[config.mk]
export PLATFORM = sky130hd
export DESIGN_NAME = iact_addr_csc_encoder_flat
export DESIGN_NICKNAME = d
export VERILOG_FILES = /design/src/rtl/eyeriss_csc_pkg.sv /design/src/rtl/iact_addr_csc_encoder_if.sv /design/src/rtl/csc_out_reg.sv /design/src/rtl/iact_addr_csc_encoder.sv /design/src/flat_wrapper.sv
export SDC_FILE = /design/constraint.sdc
export NUM_CORES = 1
export LEC_CHECK = 0
export BUFFER_PORTS_ARGS = -buffer_cell sky130_fd_sc_hd__clkbuf_2
export CAP_MARGIN = 20
export CORE_AREA = 2 2 56 58
export CTS_BUF_LIST = sky130_fd_sc_hd__clkbuf_8 sky130_fd_sc_hd__clkbuf_16
export DETAILED_ROUTE_END_ITERATION = 8
export DIE_AREA = 0 0 58 60
export PLACE_DENSITY = 0.8
export REMOVE_ABC_BUFFERS = 1
export SLEW_MARGIN = 20
export SYNTH_ARGS = -nofsm -noshare
export SYNTH_HDL_FRONTEND = slang
export SYNTH_SLANG_ARGS = --single-unit
[constraint.sdc]
create_clock -name clock -period 4.9 [get_ports clock]
set_input_delay 0.98 -clock clock [delete_from_list [all_inputs] [get_ports clock]]
set_output_delay 0.98 -clock clock [all_outputs]
set_load 0.02 [all_outputs]
[src/rtl/eyeriss_csc_pkg.sv]
// Shared constants and state encoding for the CSC address encoders.
package eyeriss_csc_pkg;

    localparam int unsigned DATA_WIDTH           = 8;
    localparam int unsigned ADDR_WIDTH           = 8;
    localparam int unsigned IACT_ADDR_SPAD_DEPTH = 12;
    localparam int unsigned MAX_COLS             = IACT_ADDR_SPAD_DEPTH - 1;
    localparam int unsigned END_SIGN             = 0;
    localparam int unsigned LEAD_SKIP_WIDTH      = 4;

    typedef enum logic {
        ST_RUN  = 1'b0,
        ST_TERM = 1'b1
    } csc_state_e;

endpackage

[src/rtl/iact_addr_csc_encoder_if.sv]
// Dense iact input stream plus spad address write port.
// slave  : encoder view (consumes the stream, drives the spad port).
// master : environment view (router drives the stream, spad returns ready).
interface iact_addr_csc_encoder_if #(
    parameter int unsigned DATA_WIDTH = eyeriss_csc_pkg::DATA_WIDTH,
    parameter int unsigned ADDR_WIDTH = eyeriss_csc_pkg::ADDR_WIDTH
);
    logic [DATA_WIDTH-1:0] in_data;
    logic                  in_valid;
    logic                  in_ready;
    logic                  in_col_end;
    logic                  in_mat_end;
    logic [ADDR_WIDTH-1:0] addr_out;
    logic                  addr_valid;
    logic                  addr_ready;
    logic                  write_en;

    modport slave (
        input  in_data, in_valid, in_col_end, in_mat_end, addr_ready,
        output in_ready, addr_out, addr_valid, write_en
    );

    modport master (
        output in_data, in_valid, in_col_end, in_mat_end, addr_ready,
        input  in_ready, addr_out, addr_valid, write_en
    );
endinterface

[src/rtl/csc_out_reg.sv]
// One-entry valid/ready holding register. The caller only loads when free.
module csc_out_reg #(
    parameter int unsigned WIDTH = 8
) (
    input  logic             clock,
    input  logic             reset,
    input  logic             load,
    input  logic [WIDTH-1:0] load_data,
    output logic             free,
    output logic [WIDTH-1:0] out_data,
    output logic             out_valid,
    input  logic             out_ready
);

    // Free when empty or when the held entry handshakes this cycle.
    always_comb begin
        free = !out_valid || out_ready;
    end

    // Hold the entry until it handshakes; a load in the same cycle wins.
    always_ff @(posedge clock) begin
        if (!reset) begin
            out_valid <= 1'b0;
            out_data  <= '0;
        end else if (load) begin
            out_valid <= 1'b1;
            out_data  <= load_data;
        end else if (out_ready) begin
            out_valid <= 1'b0;
        end
    end

endmodule

[src/rtl/iact_addr_csc_encoder.sv]
// Turns a dense column-major iact stream into cumulative-nonzero column
// end-pointers for the iact address spad, followed by the 0 end sign.
module iact_addr_csc_encoder #(
    parameter int unsigned DATA_WIDTH = eyeriss_csc_pkg::DATA_WIDTH,
    parameter int unsigned ADDR_WIDTH = eyeriss_csc_pkg::ADDR_WIDTH,
    parameter int unsigned MAX_COLS   = eyeriss_csc_pkg::MAX_COLS
) (
    input  logic                          clock,
    input  logic                          reset,
    iact_addr_csc_encoder_if.slave        bus,
    output logic [3:0]                    lead_skip,
    output logic                          done,
    output logic                          err
);
    import eyeriss_csc_pkg::*;

    localparam int unsigned COL_W = $clog2(MAX_COLS + 1);
    localparam logic [COL_W-1:0]      MAX_COL_IDX = COL_W'(MAX_COLS);
    localparam logic [ADDR_WIDTH-1:0] END_ADDR    = ADDR_WIDTH'(END_SIGN);

    csc_state_e state, state_next;

    logic [ADDR_WIDTH-1:0] cnt;
    logic [ADDR_WIDTH-1:0] cnt_next;
    logic [COL_W-1:0]      col_idx;
    logic                  mat_started;

    logic                  in_ready;
    logic                  beat_acc;
    logic                  nz;
    logic                  sat;
    logic                  col_end_acc;
    logic                  col_empty;
    logic                  col_drop;
    logic                  col_load;
    logic                  term_in_reg;
    logic                  term_hs;
    logic                  term_load;
    logic                  reg_free;
    logic                  reg_load;
    logic [ADDR_WIDTH-1:0] load_data;
    logic [ADDR_WIDTH-1:0] addr_q;
    logic                  valid_q;

    csc_out_reg #(.WIDTH(ADDR_WIDTH)) u_out_reg (
        .clock     (clock),
        .reset     (reset),
        .load      (reg_load),
        .load_data (load_data),
        .free      (reg_free),
        .out_data  (addr_q),
        .out_valid (valid_q),
        .out_ready (bus.addr_ready)
    );

    assign bus.in_ready   = in_ready;
    assign bus.addr_out   = addr_q;
    assign bus.addr_valid = valid_q;
    assign bus.write_en   = valid_q;

    // Beat acceptance, column classification, terminator control, next state.
    always_comb begin
        in_ready    = reset && (state == ST_RUN) && reg_free;
        beat_acc    = bus.in_valid && in_ready;
        nz          = (bus.in_data != '0);
        sat         = beat_acc && nz && (cnt == '1);
        cnt_next    = cnt + ADDR_WIDTH'(nz && (cnt != '1));
        col_end_acc = beat_acc && bus.in_col_end;
        col_empty   = col_end_acc && (cnt_next == '0);
        col_drop    = col_end_acc && !col_empty && (col_idx == MAX_COL_IDX);
        col_load    = col_end_acc && !col_empty && !col_drop;
        // Column addresses are never 0, so a held 0 while in TERM is the terminator.
        term_in_reg = (state == ST_TERM) && valid_q && (addr_q == END_ADDR);
        term_hs     = term_in_reg && bus.addr_ready;
        term_load   = (state == ST_TERM) && reg_free && !term_in_reg;
        reg_load    = col_load || term_load;
        load_data   = col_load ? cnt_next : END_ADDR;
        state_next  = state;
        case (state)
            ST_RUN:  if (col_end_acc && bus.in_mat_end) state_next = ST_TERM;
            ST_TERM: if (term_hs) state_next = ST_RUN;
            default: state_next = ST_RUN;
        endcase
    end

    // State register, counters, leading-skip tracking and status flags.
    always_ff @(posedge clock) begin
        if (!reset) begin
            state       <= ST_RUN;
            cnt         <= '0;
            col_idx     <= '0;
            mat_started <= 1'b0;
            lead_skip   <= '0;
            done        <= 1'b0;
            err         <= 1'b0;
        end else begin
            state <= state_next;
            done  <= term_hs;
            if (sat || col_drop) err <= 1'b1;
            if (term_hs) begin
                cnt         <= '0;
                col_idx     <= '0;
                mat_started <= 1'b0;
            end else if (beat_acc) begin
                cnt <= cnt_next;
                if (col_end_acc) mat_started <= 1'b1;
                if (col_load) col_idx <= col_idx + 1'b1;
            end
            // lead_skip of the previous matrix survives until this matrix's first column end.
            if (col_end_acc) begin
                if (!mat_started) lead_skip <= col_empty ? 4'd1 : 4'd0;
                else if (col_empty && lead_skip != '1) lead_skip <= lead_skip + 1'b1;
            end
        end
    end

endmodule

[src/flat_wrapper.sv]
// flat-port wrapper written by rule: the top's interface ports become plain ports
module iact_addr_csc_encoder_flat import eyeriss_csc_pkg::*;
#(
    parameter int unsigned DATA_WIDTH = eyeriss_csc_pkg::DATA_WIDTH,
    parameter int unsigned ADDR_WIDTH = eyeriss_csc_pkg::ADDR_WIDTH,
    parameter int unsigned MAX_COLS   = eyeriss_csc_pkg::MAX_COLS
)
  (clock, reset, lead_skip, done, err, bus_in_data, bus_in_valid, bus_in_col_end, bus_in_mat_end, bus_addr_ready, bus_in_ready, bus_addr_out, bus_addr_valid, bus_write_en);
  iact_addr_csc_encoder_if #(.DATA_WIDTH(DATA_WIDTH), .ADDR_WIDTH(ADDR_WIDTH)) bus_i ();
  input  logic clock;
  input  logic reset;
  output logic [3:0] lead_skip;
  output logic done;
  output logic err;
  input wire logic [$bits(bus_i.in_data)-1:0] bus_in_data;
  input wire logic [$bits(bus_i.in_valid)-1:0] bus_in_valid;
  input wire logic [$bits(bus_i.in_col_end)-1:0] bus_in_col_end;
  input wire logic [$bits(bus_i.in_mat_end)-1:0] bus_in_mat_end;
  input wire logic [$bits(bus_i.addr_ready)-1:0] bus_addr_ready;
  output wire logic [$bits(bus_i.in_ready)-1:0] bus_in_ready;
  output wire logic [$bits(bus_i.addr_out)-1:0] bus_addr_out;
  output wire logic [$bits(bus_i.addr_valid)-1:0] bus_addr_valid;
  output wire logic [$bits(bus_i.write_en)-1:0] bus_write_en;
  assign bus_i.in_data = bus_in_data;
  assign bus_i.in_valid = bus_in_valid;
  assign bus_i.in_col_end = bus_in_col_end;
  assign bus_i.in_mat_end = bus_in_mat_end;
  assign bus_i.addr_ready = bus_addr_ready;
  assign bus_in_ready = bus_i.in_ready;
  assign bus_addr_out = bus_i.addr_out;
  assign bus_addr_valid = bus_i.addr_valid;
  assign bus_write_en = bus_i.write_en;
  iact_addr_csc_encoder #(.DATA_WIDTH(DATA_WIDTH), .ADDR_WIDTH(ADDR_WIDTH), .MAX_COLS(MAX_COLS)) u_core (.clock(clock), .reset(reset), .bus(bus_i), .lead_skip(lead_skip), .done(done), .err(err));
endmodule
==> run metrics, run 1 <==
Hold Slack 0.482 ns; Initial DRC Count 51; top post-synthesis cells by area dfxtp_1 37%, nand3_1 7.0%, xnor2_1 4.4%; Setup crit start bus_in_data[3]; most frequent cells in the layout 30 x clkbuf_2, 29 x dfxtp_1, 22 x nand3_1; crit path DAT 3.62 ns; YS warnings 0; Root Buffer clkbuf_8; maximum fanout along the worst path 21; Congestion Overflow GR 0; vias in the first global route 1,328; ys flop type dfxtp_1; Longest Clk Path Bufs 2; Final Total Pwr 504 µW; R2R Path End u_core.col_idx[3]; fin cells 240; minimum clock period 3.41 ns; DP Worst Slack 1.22 ns; synthesized area 1580 µm²; # nets final 224; post-synthesis sequential area ratio 36.7%; Hold Violations, Final 0; DIE AREA 3480 µm²; EDFF count, synth 0; GPL Wtd Cong 0.892; Synth cell types 46; flop-to-flop setup slack 1.65 ns; die width 58 µm; synth-to-layout area growth 12.1%; Area after DPL 1670 µm²; Worst setup EP type flip-flop; Rel. slew slack 58.6%; num rows 20; crit path capture u_core.col_idx[3]; layout cells sized above 1 21.7%; depth of the CTS H-tree 2; largest net degree at the start of global routing 22; Leak 0.695 nW; Core ar. 2900 µm²; Slew Viols, Final 0; CTS Hold Buffers Added 0; clock slew at reported path FFs 0.06 ns; max cap viols 0; cell area after layout 1770 µm²; PwrDens 284 nW/µm²; residual DRC count 0; global-route wire length before repair 5960 µm; sum of negative setup slack 0 ns; setup bufs post-CTS 0; Final Setup Violations 0; vias per std cell 5.99; I/O Buffers 30; syn avg cell area 8.74 µm²; async set or reset register ratio after synthesis 0%; Setup WS post-layout 1.49 ns; Req. time, crit path 5.11 ns; Core Util, Final 61.1%; maximum vdd drop 251 µV; Clock Latency Late Sink 0.29 ns; status completed; initial antenna violation count 0; via count 1,438; drt pass-1 iters 4; reg2reg start u_core.cnt[3]; achievable clock frequency 293 MHz; GRT Resource Usage Total 23.2%; Routed Antenna Nets 0; CP Class input pin to flip-flop; post-synth top area share 36.7%; Starting Density 54.5%; worst slew pin tran 0.619 ns; RSZ-0062 raised after global routing no; skew final 0.00766 ns; placed cell count 232; # diodes 0; wire per inst 14.6 µm; Worst setup SP type input pin; FF-to-FF path depth 12; CTS tree yes; Min-Delay Path Class flip-flop to flip-flop; IO Count 31; CTS resizes 0; TritonCTS buffer count 5; most common cell after layout, fill and taps aside clkbuf_2; # clock sinks 29; Post-Route WL 3510 µm; DP HPWL 2690 µm; DIE HEIGHT 60 µm; Mapped Cells 181; post-synth top area cell dfxtp_1; Seq cells post-synth 29; Tcrit/Tclk final 69.6%
synth_stat cells, types with 2 or more instances:
library cell,instances
clkbuf_1,2
xnor2_1,8
buf_6,4
ha_1,4
buf_4,4
a21oi_1,5
dfxtp_1,29
nand3_1,22
o21ai_0,5
or3_1,2
xor2_1,5
o211ai_1,2
nand4_1,5
and3_1,3
nor2_1,17
nand2_1,15
inv_1,3
nor3_1,4
o2111ai_1,2
mux2i_1,3
a31oi_1,5
nor4_1,3
o31ai_1,6
power breakdown:
| group | switching (mW) | internal, mW | total (mW) |
|---|---|---|---|
| Clock | 0.0895 | 0.127 | 0.216 |
| Sequential | 0.00409 | 0.240 | 0.244 |
| Combinational | 0.0283 | 0.0156 | 0.0439 |
| Total | 0.122 | 0.382 | 0.504 |
per-layer routing:
metal	track usage [%]	vias to the layer above	wire length, µm
met4	10.3	0	61
met2	38.6	40	1730
met3	8.66	5	213
met5	0	-	0
met1	26.7	682	1500
li1	-	711	-
worst max-delay path, cell delays in order:
cell       delay [ns]
clkbuf_2         0.08
nor4_1           0.36
a21oi_1          0.12
ha_1             0.24
ha_1             0.25
nand3_1          0.22
xnor2_1          0.15
o2bb2ai_1        0.18
a211o_2          0.52
or3_1            0.36
a21oi_1          0.16
kinds of logic (layout without fill, tap and decap cells):
| family | count (synthesis) | after routing | synth area share, % |
|---|---|---|---|
| AND/OR/NAND/NOR | 84 | 84 | 29.6 |
| AO/OA/AOI/OAI | 33 | 33 | 14.3 |
| flip-flops | 29 | 29 | 36.7 |
| buffers and inverters | 15 | 41 | 7.11 |
| XOR/XNOR | 13 | 13 | 7.19 |
| adder cells (fa/ha/maj) | 4 | 4 | 3.16 |
| multiplexers | 3 | 3 | 1.90 |
flip-flops by register name (all words and copies together) (netlist names):
register	flops
u_core.err	1
u_core.mat_started	1
u_core.u_out_reg.out_valid	1
u_core.col_idx	4
u_core.state	1
u_core.lead_skip	4
u_core.done	1
u_core.u_out_reg.out_data	8
u_core.cnt	8
cell type report:
class,count,area (µm²)
clock buffers,7,96.3
fillers,262,1130
inverters,3,11.3
well taps,33,41.3
flip-flops and latches,29,581
clock inverters,1,5.00
multi-input cells,137,890
repair buffers,30,150
how the worst min path moves through the flow:
stage	startpoint	end	depth (start not counted)
after floorplan	u_core.col_idx[1]	u_core.col_idx[1]	2
after global placement	u_core.col_idx[1]	u_core.col_idx[1]	2
after detailed placement	u_core.col_idx[1]	u_core.col_idx[1]	2
after CTS	u_core.col_idx[1]	u_core.col_idx[1]	2
after global routing	u_core.u_out_reg.out_data[6]	u_core.u_out_reg.out_data[6]	2
final	u_core.u_out_reg.out_data[6]	u_core.u_out_reg.out_data[6]	2
Note: power is estimated with default switching activity, not from simulation.
==> run 2, diff against run 1 <==
--- a/config.mk
+++ b/config.mk
@@ -5,13 +5,14 @@
 export SDC_FILE = /design/constraint.sdc
 export NUM_CORES = 1
 export LEC_CHECK = 0
+export ABC_AREA = 1
 export BUFFER_PORTS_ARGS = -buffer_cell sky130_fd_sc_hd__clkbuf_2
 export CAP_MARGIN = 20
-export CORE_AREA = 2 2 56 58
+export CORE_AREA = 2 2 59 61
 export CTS_BUF_LIST = sky130_fd_sc_hd__clkbuf_8 sky130_fd_sc_hd__clkbuf_16
 export DETAILED_ROUTE_END_ITERATION = 8
-export DIE_AREA = 0 0 58 60
-export PLACE_DENSITY = 0.8
+export DIE_AREA = 0 0 61 63
+export PLACE_DENSITY = 0.75
 export REMOVE_ABC_BUFFERS = 1
 export SLEW_MARGIN = 20
 export SYNTH_ARGS = -nofsm -noshare
==> constraint.sdc (replaced) <==
create_clock -name clock -period 3.45 [get_ports clock]
set_input_delay 0.69 -clock clock [delete_from_list [all_inputs] [get_ports clock]]
set_output_delay 0.69 -clock clock [all_outputs]
set_load 0.02 [all_outputs]
==> run 2 against run 1 <==
  * Clock power up 29%
  * Utilization down 2.9 points
  * Die area up 10%
  * Sequential share of layout area down 1.9 points
  * Sequential power up 45%
  * Non-clock buffer count unchanged
  * Total power up 45%
  * Combinational power up 120%
  * Cell count up 24%
  * Global-route usage down 2.7 points
  * Via count up 6.4%
  * Critical path depth up 6
  * Largest power group unchanged
==> run metrics, run 2 <==
status completed (unchanged); maximum fanout along the worst path 14 (was 21); residual DRC count 0 (unchanged); Worst setup EP type flip-flop (unchanged); post-synthesis sequential area ratio 35.3% (was 36.7%); DIE HEIGHT 63 µm (was 60 µm); worst slew pin tran 0.521 ns (was 0.619 ns); via count 1,530 (was 1,438); crit path DAT 3.05 ns (was 3.62 ns); Starting Density 50.9% (was 54.5%); reg2reg start u_core.cnt[2] (was u_core.cnt[3]); post-synth top area cell dfxtp_1 (unchanged); layout cells sized above 1 29.0% (was 21.7%); most frequent cells in the layout 43 x nand2_1, 30 x clkbuf_2, 29 x dfxtp_1 (was 30 x clkbuf_2, 29 x dfxtp_1, 22 x nand3_1); Hold Slack 0.498 ns (was 0.482 ns); die width 61 µm (was 58 µm); Initial DRC Count 71 (was 51); skew final 0.00366 ns (was 0.00766 ns); achievable clock frequency 349 MHz; GRT Resource Usage Total 20.5% (was 23.2%); synth-to-layout area growth 14.4% (was 12.1%); syn avg cell area 7.38 µm² (was 8.74 µm²); PwrDens 388 nW/µm² (was 284 nW/µm²); largest net degree at the start of global routing 18 (was 22); minimum clock period 2.86 ns; CTS tree yes (unchanged); CTS Hold Buffers Added 0 (unchanged); ys flop type dfxtp_1 (unchanged); Setup crit start u_core.cnt[2] (was bus_in_data[3]); setup bufs post-CTS 0 (unchanged); maximum vdd drop 273 µV (was 251 µV); global-route wire length before repair 5930 µm (was 5960 µm); Longest Clk Path Bufs 2 (unchanged); crit path capture u_core.u_out_reg.out_valid (was u_core.col_idx[3]); # diodes 0 (unchanged); Req. time, crit path 3.63 ns (was 5.11 ns); wire per inst 11.5 µm (was 14.6 µm); RSZ-0062 raised after global routing no (unchanged); FF-to-FF path depth 17 (was 12); DP HPWL 2590 µm (was 2690 µm); Final Setup Violations 0 (unchanged); vias in the first global route 1,305 (was 1,328); max cap viols 0 (unchanged); CTS resizes 0 (unchanged); R2R Path End u_core.u_out_reg.out_valid (was u_core.col_idx[3]); DIE AREA 3840 µm² (was 3480 µm²); Routed Antenna Nets 0 (unchanged); Post-Route WL 3410 µm (was 3510 µm); Tcrit/Tclk final 82.9%; EDFF count, synth 0 (unchanged); Synth cell types 30 (was 46); Seq cells post-synth 29 (unchanged); top cells by count, synth 43 x nand2_1, 29 x dfxtp_1, 21 x inv_1 (was 29 x dfxtp_1, 22 x nand3_1, 17 x nor2_1); clock slew at reported path FFs 0.06 ns (about the same); Worst setup SP type flip-flop (was input pin); Core ar. 3230 µm² (was 2900 µm²); Slew Viols, Final 0 (unchanged); most common cell after layout, fill and taps aside nand2_1 (was clkbuf_2); flop-to-flop setup slack 0.59 ns (was 1.65 ns); fill count 313 (was 262); initial antenna violation count 0 (unchanged); Root Buffer clkbuf_8 (unchanged); depth of the CTS H-tree 2 (unchanged); top post-synthesis cells by area dfxtp_1 35%, nand2_1 9.8%, nand4_1 6.1% (was dfxtp_1 37%, nand3_1 7.0%, xnor2_1 4.4%); GPL Wtd Cong 0.827 (was 0.892); # clock sinks 29 (unchanged); drt pass-1 iters 4 (unchanged); Clock Latency Late Sink 0.29 ns (about the same); synthesized area 1650 µm² (was 1580 µm²); # nets final 270 (was 224); vias per std cell 5.13 (was 5.99); YS warnings 0 (unchanged); Congestion Overflow GR 0 (unchanged); Rel. slew slack 65.2% (was 58.6%); Hold Violations, Final 0 (unchanged); TritonCTS buffer count 5 (unchanged); Leak 0.772 nW (was 0.695 nW); post-synth top area share 35.3% (was 36.7%); CP Class flip-flop to flip-flop (was input pin to flip-flop); num rows 21 (was 20); I/O Buffers 30 (unchanged); Min-Delay Path Class flip-flop to flip-flop (unchanged); sum of negative setup slack 0 ns (unchanged); largest registers u_core.cnt x8, u_core.u_out_reg.out_data x8 (unchanged); top-count cell post-synth nand2_1 (was dfxtp_1); IO Count 31 (unchanged); Mapped Cells 223 (was 181); async set or reset register ratio after synthesis 0% (unchanged)
-- run 2: power breakdown --
part | internal (mW) | total [mW] | switching [mW]
sequential | 0.346 | 0.355 | 0.00949
combinational | 0.0316 | 0.0976 | 0.0660
clock | 0.155 | 0.278 | 0.123
-- run 2: layer usage --
layer,GRT usage (%),share of wire [%]
met5,0,0
met4,9.78,2.0
met1,29.7,52
met2,27.3,41
met3,6.00,5.0
-- run 2: through the flow --
step	setup WS, ns	power, mW	instances	area [µm²]	utilization [%]
after floorplan	0.727	0.430	215	1590	-
after CTS	0.620	0.735	298	1880	58.3
after global placement	0.492	0.459	291	1800	55.6
after global routing	0.317	0.768	298	1880	58.3
final	0.588	0.731	298	1880	58.3
after detailed placement	0.386	0.460	291	1800	55.6
-- run 2: logic make-up after synthesis --
kind of cell               share of synthesized area (%)
and+or+nand+nor                                     38.5
AOI/OAI and AO/OA                                   12.7
buffers and inverters                               9.42
DFF                                                 35.3
adders and majority gates                           3.04
xor gates and xnor gates                            1.06
-- run 2: layout make-up --
type	count	area, µm²	share of cell area [%]
multi-input cells	160	911	48.4
flip-flops and latches	29	581	30.8
repair buffers	30	150	7.97
inverters	26	97.6	5.18
clock buffers	6	82.6	4.39
well taps	46	57.6	3.06
clock inverters	1	3.75	0.199
-- run 2: worst min path at each step --
stage,from,end,slack (ns),cells after the start
finish,u_core.u_out_reg.out_data[4],u_core.u_out_reg.out_data[4],0.50,2
detailed placement,u_core.cnt[0],u_core.cnt[0],0.49,2
global route,u_core.u_out_reg.out_data[3],u_core.u_out_reg.out_data[3],0.52,2
floorplan,u_core.cnt[0],u_core.cnt[0],0.46,2
CTS,u_core.cnt[0],u_core.cnt[0],0.49,2
global placement,u_core.cnt[0],u_core.cnt[0],0.48,2
-- run 2: critical path: stages (launching register included) --
cell,delay (ns)
dfxtp_1,0.45
nand2_2,0.11
clkinv_1,0.07
nand3_1,0.06
nor4_1,0.36
nor2_1,0.10
ha_1,0.23
ha_1,0.32
nor2_1,0.10
nand3_1,0.09
nor2_2,0.12
nand2_2,0.07
nor2_4,0.12
nand2_4,0.13
nand3_4,0.19
nand2_1,0.08
o21ai_1,0.12
inv_1,0.04
